## src/rtl/imem_loader_pkg.sv

```systemverilog
// imem_loader_pkg: state encoding, stream-format constants and defaults for the
// serial instruction-memory loader.
package imem_loader_pkg;

    typedef enum logic [2:0] {
        S_IDLE,
        S_COUNT,
        S_DATA,
        S_CHECK,
        S_DONE,
        S_ERR
    } state_t;

    localparam int          BYTES_PER_WORD  = 4;
    localparam int          MAX_WORDS       = 256;
    localparam logic [15:0] TIMEOUT_DEFAULT = 16'hFFFF;

    // A count byte of zero stands for the full 256-word image.
    function automatic logic [8:0] words_from_count(input logic [7:0] c);
        return (c == 8'd0) ? 9'(MAX_WORDS) : {1'b0, c};
    endfunction

endpackage

```

## src/rtl/imem_loader_word_assembler.sv

```systemverilog
// word_assembler: packs accepted bytes little-endian into 32-bit words, flags each
// completed word one cycle later and keeps the running XOR checksum.
module word_assembler
    import imem_loader_pkg::*;
(
    input  logic        clk,
    input  logic        rst,
    input  logic        clear_i,
    input  logic        byte_en_i,
    input  logic [1:0]  lane_i,
    input  logic [7:0]  byte_i,
    output logic [31:0] word_o,
    output logic        word_valid_o,
    output logic [7:0]  csum_o
);

    logic [31:0] word_q;
    logic        valid_q;
    logic [7:0]  csum_q;

    always_ff @(posedge clk or negedge rst) begin
        if (!rst) begin
            word_q  <= '0;
            valid_q <= 1'b0;
            csum_q  <= '0;
        end else begin
            valid_q <= byte_en_i && (lane_i == 2'(BYTES_PER_WORD - 1));
            if (clear_i)
                csum_q <= '0;
            else if (byte_en_i)
                csum_q <= csum_q ^ byte_i;
            if (byte_en_i)
                word_q[8*lane_i +: 8] <= byte_i;
        end
    end

    assign word_o       = word_q;
    assign word_valid_o = valid_q;
    assign csum_o       = csum_q;

endmodule

```

## src/rtl/imem_loader.sv

```systemverilog
// imem_loader: receives a count/data/checksum byte stream and writes it as 32-bit
// words into instruction memory while holding the CPU.
module imem_loader
    import imem_loader_pkg::*;
#(
    parameter logic [15:0] TIMEOUT   = TIMEOUT_DEFAULT,
    parameter logic [7:0]  BASE_ADDR = 8'h00
) (
    input  logic        clk,
    input  logic        rst,
    input  logic        load_start,
    input  logic        byte_valid,
    input  logic [7:0]  byte_data,
    output logic        byte_ready,
    output logic        write_en,
    output logic [7:0]  write_addr,
    output logic [31:0] write_data,
    output logic        cpu_hold,
    output logic        done,
    output logic        error
);

    state_t      state_q, state_d;
    logic [7:0]  count_q;
    logic [9:0]  byte_cnt_q;
    logic [8:0]  word_cnt_q;
    logic [15:0] idle_q;
    logic [7:0]  waddr_q;
    logic [7:0]  csum;
    logic [8:0]  n_words;
    logic        busy, start, accept, data_en, lane_last, last_byte, timeout;

    assign busy      = state_q inside {S_COUNT, S_DATA, S_CHECK};
    assign start     = load_start && (state_q inside {S_IDLE, S_DONE, S_ERR});
    assign accept    = busy && byte_valid;
    assign data_en   = accept && (state_q == S_DATA);
    assign n_words   = words_from_count(count_q);
    assign lane_last = byte_cnt_q[1:0] == 2'(BYTES_PER_WORD - 1);
    assign last_byte = lane_last && (word_cnt_q == n_words - 9'd1);
    assign timeout   = busy && !accept && (idle_q + 16'd1 == TIMEOUT);

    always_ff @(posedge clk or negedge rst) begin
        if (!rst)
            state_q <= S_IDLE;
        else
            state_q <= state_d;
    end

    always_comb begin
        state_d = state_q;
        case (state_q)
            S_IDLE, S_DONE, S_ERR: state_d = start ? S_COUNT : state_q;
            S_COUNT: state_d = accept ? S_DATA : (timeout ? S_ERR : state_q);
            S_DATA:  state_d = (accept && last_byte) ? S_CHECK : (timeout ? S_ERR : state_q);
            S_CHECK: state_d = accept ? ((byte_data == csum) ? S_DONE : S_ERR) : (timeout ? S_ERR : state_q);
            default: state_d = S_IDLE;
        endcase
    end

    always_comb begin
        byte_ready = busy;
        cpu_hold   = busy;
        done       = state_q == S_DONE;
        error      = state_q == S_ERR;
    end

    always_ff @(posedge clk or negedge rst) begin
        if (!rst) begin
            count_q    <= '0;
            byte_cnt_q <= '0;
            word_cnt_q <= '0;
            idle_q     <= '0;
            waddr_q    <= '0;
        end else if (start) begin
            count_q    <= '0;
            byte_cnt_q <= '0;
            word_cnt_q <= '0;
            idle_q     <= '0;
        end else if (busy) begin
            idle_q <= accept ? '0 : idle_q + 16'd1;
            if (accept && state_q == S_COUNT)
                count_q <= byte_data;
            if (data_en) begin
                byte_cnt_q <= byte_cnt_q + 10'd1;
                if (lane_last) begin
                    word_cnt_q <= word_cnt_q + 9'd1;
                    waddr_q    <= BASE_ADDR + word_cnt_q[7:0];
                end
            end
        end
    end

    word_assembler u_asm (
        .clk          (clk),
        .rst          (rst),
        .clear_i      (start),
        .byte_en_i    (data_en),
        .lane_i       (byte_cnt_q[1:0]),
        .byte_i       (byte_data),
        .word_o       (write_data),
        .word_valid_o (write_en),
        .csum_o       (csum)
    );

    assign write_addr = waddr_q;

endmodule

```

## config.mk

```make
export PLATFORM = sky130hd
export DESIGN_NAME = imem_loader
export DESIGN_NICKNAME = d
export VERILOG_FILES = /design/src/rtl/imem_loader_pkg.sv /design/src/rtl/imem_loader_word_assembler.sv /design/src/rtl/imem_loader.sv
export SDC_FILE = /design/constraint.sdc
export NUM_CORES = 1
export LEC_CHECK = 0
export BUFFER_PORTS_ARGS = -buffer_cell sky130_fd_sc_hd__buf_2
export CAP_MARGIN = 20
export CORE_MARGIN = 4
export CORE_UTILIZATION = 46
export DETAILED_ROUTE_END_ITERATION = 10
export PLACE_DENSITY_LB_ADDON = 0.1
export SLEW_MARGIN = 10
export SYNTH_ARGS = -nofsm -noshare
export SYNTH_HDL_FRONTEND = slang
export SYNTH_SLANG_ARGS = --single-unit
```

## constraint.sdc

```tcl
create_clock -name clk -period 3.3 [get_ports clk]
set_input_delay 0.165 -clock clk [delete_from_list [all_inputs] [get_ports clk]]
set_output_delay 0.165 -clock clk [all_outputs]
set_load 0.005 [all_outputs]
```

* Word level (Yosys, flattened, before mapping)
Index checks and enable logic that the tools add are counted.
** Storage, ports and cells
- Output and inout port bits :: 45
- Input bits :: 12
- Word-level logic and storage cells :: 75
- Register bits after elaboration :: 95
** Cells by class
- Reductions and logical operators :: 23
- Equal/unequal tests :: 10
- Shift-type cells :: 2
- Add/sub/neg operators :: 5
- Multiplexer cells :: 24
- Bitwise logic cells :: 2
** Operator list (count)
- $mux W16 :: 3
- $mux W9 :: 5
- $mux W8 :: 5
- $neg A5 Y34 :: 1
- $shift A8 B34 Y32 const A :: 1
- $shiftx A8 B34 Y32 :: 1
- $bwmux W32 :: 1
- $mux W10 :: 3
- $add A16 B1 Y16 const B :: 1
- $eq A16 B16 Y1 const B :: 1
- $mux W3 :: 5
- $pmux W3 S4 :: 1
- $add A10 B1 Y10 const B :: 1
- $add A9 B1 Y9 const B :: 1
- $eq A9 B9 Y1 :: 1
- $logic_and A1 B1 Y1 :: 9
- $sub A9 B1 Y9 const B :: 1
- $eq A8 B8 Y1 :: 1
- $logic_not A8 Y1 :: 1
- $reduce_bool A2 Y1 :: 4
- $xor A8 B8 Y8 :: 1
- $eq A3 B2 Y1 const B :: 2
- $eq A3 B3 Y1 const B :: 2
- $reduce_bool A3 Y1 :: 2
- other kinds (11) :: 12

* Logic depth before layout (Yosys ltp)
- Depth in word-level cells :: 9
- Depth in mapped cells :: 8
- Depth with buffers taken out :: 8

* Modules after synthesis
Synthesis repeated with hierarchy kept, for this count alone.
** Unflattened totals
- Cell total of the unflattened synthesis :: 441
- Area, all modules :: 4598.2 um^2
** Modules (own cells, without submodules)
- imem_loader :: instances 1, area each 2747.6 um^2, cells an instance 295, seq. area each 1151.1 um^2
- word_assembler :: instances 1, area each 1850.5 um^2, cells an instance 146, seq. area each 1026.0 um^2

* Worst setup path after synthesis
No wires, ideal clock.
- Path type :: register to register
- From :: register count_q[0]
- To :: register state_q[0]
- Arrival :: 1.742 ns
- Period minus slack after synthesis :: 1.861 ns
- Data required time :: 3.181 ns
- Slack :: 1.439 ns
- Stages on the path, launching flop included :: 9
- Library setup time :: 0.119 ns
- Buffers on the path :: 0
- Cells stage by stage :: dfrtp_1 -> inv_1 -> ha_1 -> or3b_1 -> nor3_2 -> xnor2_1 -> and4_1 -> a31oi_1 -> a21bo_1
** On the way
- Longest elaborated chain between the ends :: 8
** RTL lines
- from (decl) :: RTL line imem_loader.sv:24 : logic [7:0] count_q;
- from (signal assigned) :: RTL line imem_loader.sv:82 : count_q <= byte_data;
- $logic_not A8 Y1 :: RTL line imem_loader_pkg.sv:20 : return (c == 8'd0) ? 9'(MAX_WORDS) : {1'b0, c};
- $mux W9 * :: RTL line imem_loader_pkg.sv:20
- $sub A9 B1 Y9 * :: RTL line imem_loader.sv:39 : assign last_byte = lane_last && (word_cnt_q == n_words - 9'd1);
- $eq A9 B9 Y1 * :: RTL line imem_loader.sv:39
- $logic_and A1 B1 Y1 * :: RTL line imem_loader.sv:39
- $logic_and A1 B1 Y1 * :: RTL line imem_loader.sv:54 : S_DATA: state_d = (accept && last_byte) ? S_CHECK : (timeout ? S_ERR : state_q);
- $mux W3 * :: RTL line imem_loader.sv:54
- $pmux W3 S4 * :: RTL line imem_loader.sv:51 : case (state_q)
- to (signal assigned) :: RTL line imem_loader.sv:46 : state_q <= state_d;
- to (decl) :: RTL line imem_loader.sv:23 : state_t state_q, state_d;
Every way passes the cells marked *; elsewhere a longest branch is shown, timed or not.
A chain may end at the register's enable or synchronous reset.

* Final worst setup path
- From :: register state_q[1]
- To :: register word_cnt_q[8]
** On the way
- Longest elaborated chain between the ends :: 6
- Elaborated cells between the ends (all ways) :: 16
- Those cells by class :: eq/ne (5); mux (1); reduce/logical (10)
** RTL lines
- $eq A3 B1 Y1, or another cell as far along :: RTL line imem_loader.sv:33 : assign busy = state_q inside {S_COUNT, S_DATA, S_CHECK};
- $reduce_bool A3 Y1 :: RTL line imem_loader.sv:33
- $logic_and A1 B1 Y1 :: RTL line imem_loader.sv:35 : assign accept = busy && byte_valid;
- $logic_and A1 B1 Y1 :: RTL line imem_loader.sv:36 : assign data_en = accept && (state_q == S_DATA);
- $reduce_bool A2 Y1 (no source line)
- $reduce_and A3 Y1 (no source line)
- to (signal assigned) :: RTL line imem_loader.sv:86 : word_cnt_q <= word_cnt_q + 9'd1;
- to (decl) :: RTL line imem_loader.sv:26 : logic [8:0] word_cnt_q;
Several ways; a longest one is shown, not always the timed one.

==> impl_metrics.py <==
metrics = {
    "synthesis": {
        "netlist_top_cells_area": "dfrtp_1 (48%), nand2_1 (11%), o21ai_0 (9.5%)",
        "yosysTopAreaCellShare_pct": 47.9,
        "synthTopCellsByCount": "nand2_1 (135), dfrtp_1 (87), o21ai_0 (86)",
        "syn_nets": 552,
        "synth_area_um2": 4540,
        "synthAdderAreaFrac_pct": 3.03,
        "synth-xor-area-share_pct": 5.79,
        "synth-compound-area-share_pct": 14.1,
        "yosysMostFrequentCell": "nand2_1",
        "synth_edf_count": 0,
        "synth-simple-area-share_pct": 25.8,
        "synth.avg_cell_area_um2": 8.58,
        "ys_seq_area_share_pct": 47.9,
        "yosysUniqueCellTypes": 54,
        "syn-instance-count": 529,
        "muxShareOfSynthArea_pct": 0.220,
        "synth_top_family_by_area": "simple AND/OR/NAND/NOR gates",
        "yosys_warnings": 0,
        "synth_top_cell_by_area": "dfrtp_1",
        "synth_seq_cells": 87,
        "synth_ff_type": "dfrtp_1",
        "async_reset_ff_share_pct": 100,
    },
    "pwr": {
        "total_power_mw": 3.17,
        "seqPwrFrac_pct": 44.9,
        "power.switching_mw": 1.24,
        "intPower_mw": 1.94,
        "p_sw_share_pct": 38.9,
        "p_leak_nw": 2.43,
        "clockPowerShare_pct": 22.8,
        "peakVddDrop_uv": 311,
        "combPwrFrac_pct": 32.2,
        "power_density_nw_per_um2": 620,
    },
    "place": {
        "preCtsSetupSlack_ps": 781,
        "dpl.hpwl_mm": 7.15,
        "port_buffers": 56,
        "place_area_um2": 4890,
        "dpl.cell_count": 690,
        "gp_congestion": 0.816,
    },
    "drt": {
        "drcViolationCount": 0,
        "via_per_inst": 5.34,
        "via_count": 3783,
        "dr.pass1.iters": 4,
        "drtIter0Drc": 140,
        "antenna_left": 0,
        "wl_per_cell_um": 14.6,
        "wirelength_mm": 10.3,
    },
    "final_layout": {
        "final_area_um2": 5120,
        "syn_to_final_growth_pct": 12.8,
        "diodes": 0,
        "drive_above_1_share_pct": 14.9,
        "stdcell_count": 708,
        "fin_nets": 597,
        "final_util_pct": 54.4,
    },
    "die": {
        "fp-row-count": 35,
        "initial_core_util_pct": 48.2,
        "die_x_um": 107,
        "die_y_um": 107,
        "ioPinCount": 57,
        "die_area_um2": 11500,
        "core-area_um2": 9420,
    },
    "sta": {
        "fin_crit_sh_pct": 75.9,
        "fin_ws_ps": 796,
        "worstMarginPinSlew_ps": 917,
        "setup_tns_ps": 0,
        "maxSlewHeadroom_pct": 38.7,
        "rsz0062_at_grt": "false",
        "fin_worst_skew_ps": 13.3,
        "finalHoldWorstSlack_ps": 132,
        "clock.fmax_mhz": 399,
        "fin_crit_ps": 2500,
        "drv_slew": 0,
        "setup_viol": 0,
        "finalHoldViolations": 0,
    },
    "flow_run": {
        "cap_violations": 0,
    },
    "worst_setup_path": {
        "path_cells": "and4bb_2 -> nand2_1 -> clkinv_1 -> nand4_1 -> xor2_1 -> nor2_1",
        "cpPeakStageDelay_ps": 520,
        "cp-end-kind": "flop",
        "critPathMaxFanout": 17,
        "arrival_ps": 2740,
        "crit_required_ps": 3530,
        "cp_slowest_cell": "dfrtp_1",
        "critical_path.top_delay_family": "simple AND/OR/NAND/NOR gates",
        "cp.buffers_inverters": 1,
        "critPathKind": "flop to flop",
        "startpoint_type": "flop",
    },
    "global_route": {
        "grt_max_degree": 85,
        "grt_pass1_wl_mm": 17.5,
        "grtUsageTotal_pct": 18.7,
        "grt_pass1_vias": 3649,
        "antenna_found_initial": 0,
        "grt_overflow": 0,
    },
    "outcome": {
        "outcome": "finished clean",
    },
    "cts": {
        "root_buffer": "clkbuf_8",
        "numClockSinks": 87,
        "cts_buffer_depth": 2,
        "worstSkewPairLatency_ps": 360,
        "clk_pin_slew_ps": 90,
        "cts_tree": "yes",
        "h-tree-depth": 3,
        "numCtsBuffers": 9,
        "cts_setup_buffers": 0,
    },
    "worst_hold_path": {
        "hold_class": "input port to flop",
    },
}
[worst min-delay path, cell delays in order]
cell     delay [ps]
buf_2           160
nand3_1          80
nand2_1          50
[repair_timing]
action | 4_1_cts | 5_1_grt
resized for setup | 0 | 0
endpoints found under the hold margin | 0 | 25
hold buffers | 0 | 1
[final cells by class]
class	instances	area (um^2)
Fill cell	898	4290
Multi-Input combinational cell	407	2220
Sequential cell	87	2180
Timing Repair Buffer	61	343
Tap cell	129	161
Clock buffer	10	138
Clock inverter	6	52.6
Inverter	8	30.0
[cell usage in the layout (no fill, tap or decap), types with 6 or more instances in the layout]
cell / instances
inv_1: 7
nor2_1: 36
nand2_1: 135
dfrtp_1: 87
nor3_1: 8
xnor2_1: 11
o21ai_0: 86
clkbuf_8: 10
nand3_1: 21
nand2b_1: 6
buf_2: 55
ha_1: 11
xor2_1: 19
[metal layers]
metal | part of all wire (%) | track usage (%) | wire (um) | vias up
met2 | 45 | 29.7 | 4690 | 79
li1 | - | - | - | 1880
met5 | 0 | 0 | 0 | -
met3 | 4.6 | 3.30 | 478 | 11
met4 | 1.2 | 5.41 | 124 | 0
met1 | 49 | 26.3 | 5020 | 1813
[path summary, 6_finish.rpt]
kind,start,slack [ps],cells past startpoint,endpoint
worst max-delay path,state_q[1]$_DFFE_PN0P_,800,6,word_cnt_q[8]$_DFFE_PN0P_
worst min-delay path,byte_data[3],130,3,count_q[3]$_DFFE_PN0P_
worst max register to register,state_q[1]$_DFFE_PN0P_,800,6,word_cnt_q[8]$_DFFE_PN0P_
worst min register to register,write_addr[4]$_DFFE_PN0P_,480,2,write_addr[4]$_DFFE_PN0P_
max in group asynchronous,rst,2430,3,state_q[1]$_DFFE_PN0P_
min in group asynchronous,rst,270,2,idle_q[10]$_DFFE_PN0P_
[state kept, by name, summed over array words and instances, names as in the netlist]
signal              cells
u_asm.word_o           32
idle_q                 16
word_cnt_q              9
count_q                 8
u_asm.csum_o            8
write_addr              8
state_q                 3
byte_cnt_q              2
u_asm.word_valid_o      1
[power by group through the flow]
stage          clock network, mW  registers [mW]  logic (mW)
2_1_floorplan                  0            1.37       0.795
3_3_place_gp                   0            1.43        1.01
3_5_place_dp                   0            1.44        1.03
4_1_cts                    0.747            1.42        1.04
5_1_grt                    0.790            1.45        1.18
6_report                   0.725            1.43        1.02
[logic make-up after synthesis]
logic type,after synthesis
muxes,1
AOI/OAI and AO/OA,116
DFF,87
and+or+nand+nor,249
adders and majority gates,11
xor gates and xnor gates,30
buffers and inverters,35
Note: power is estimated with default switching activity, not from simulation.
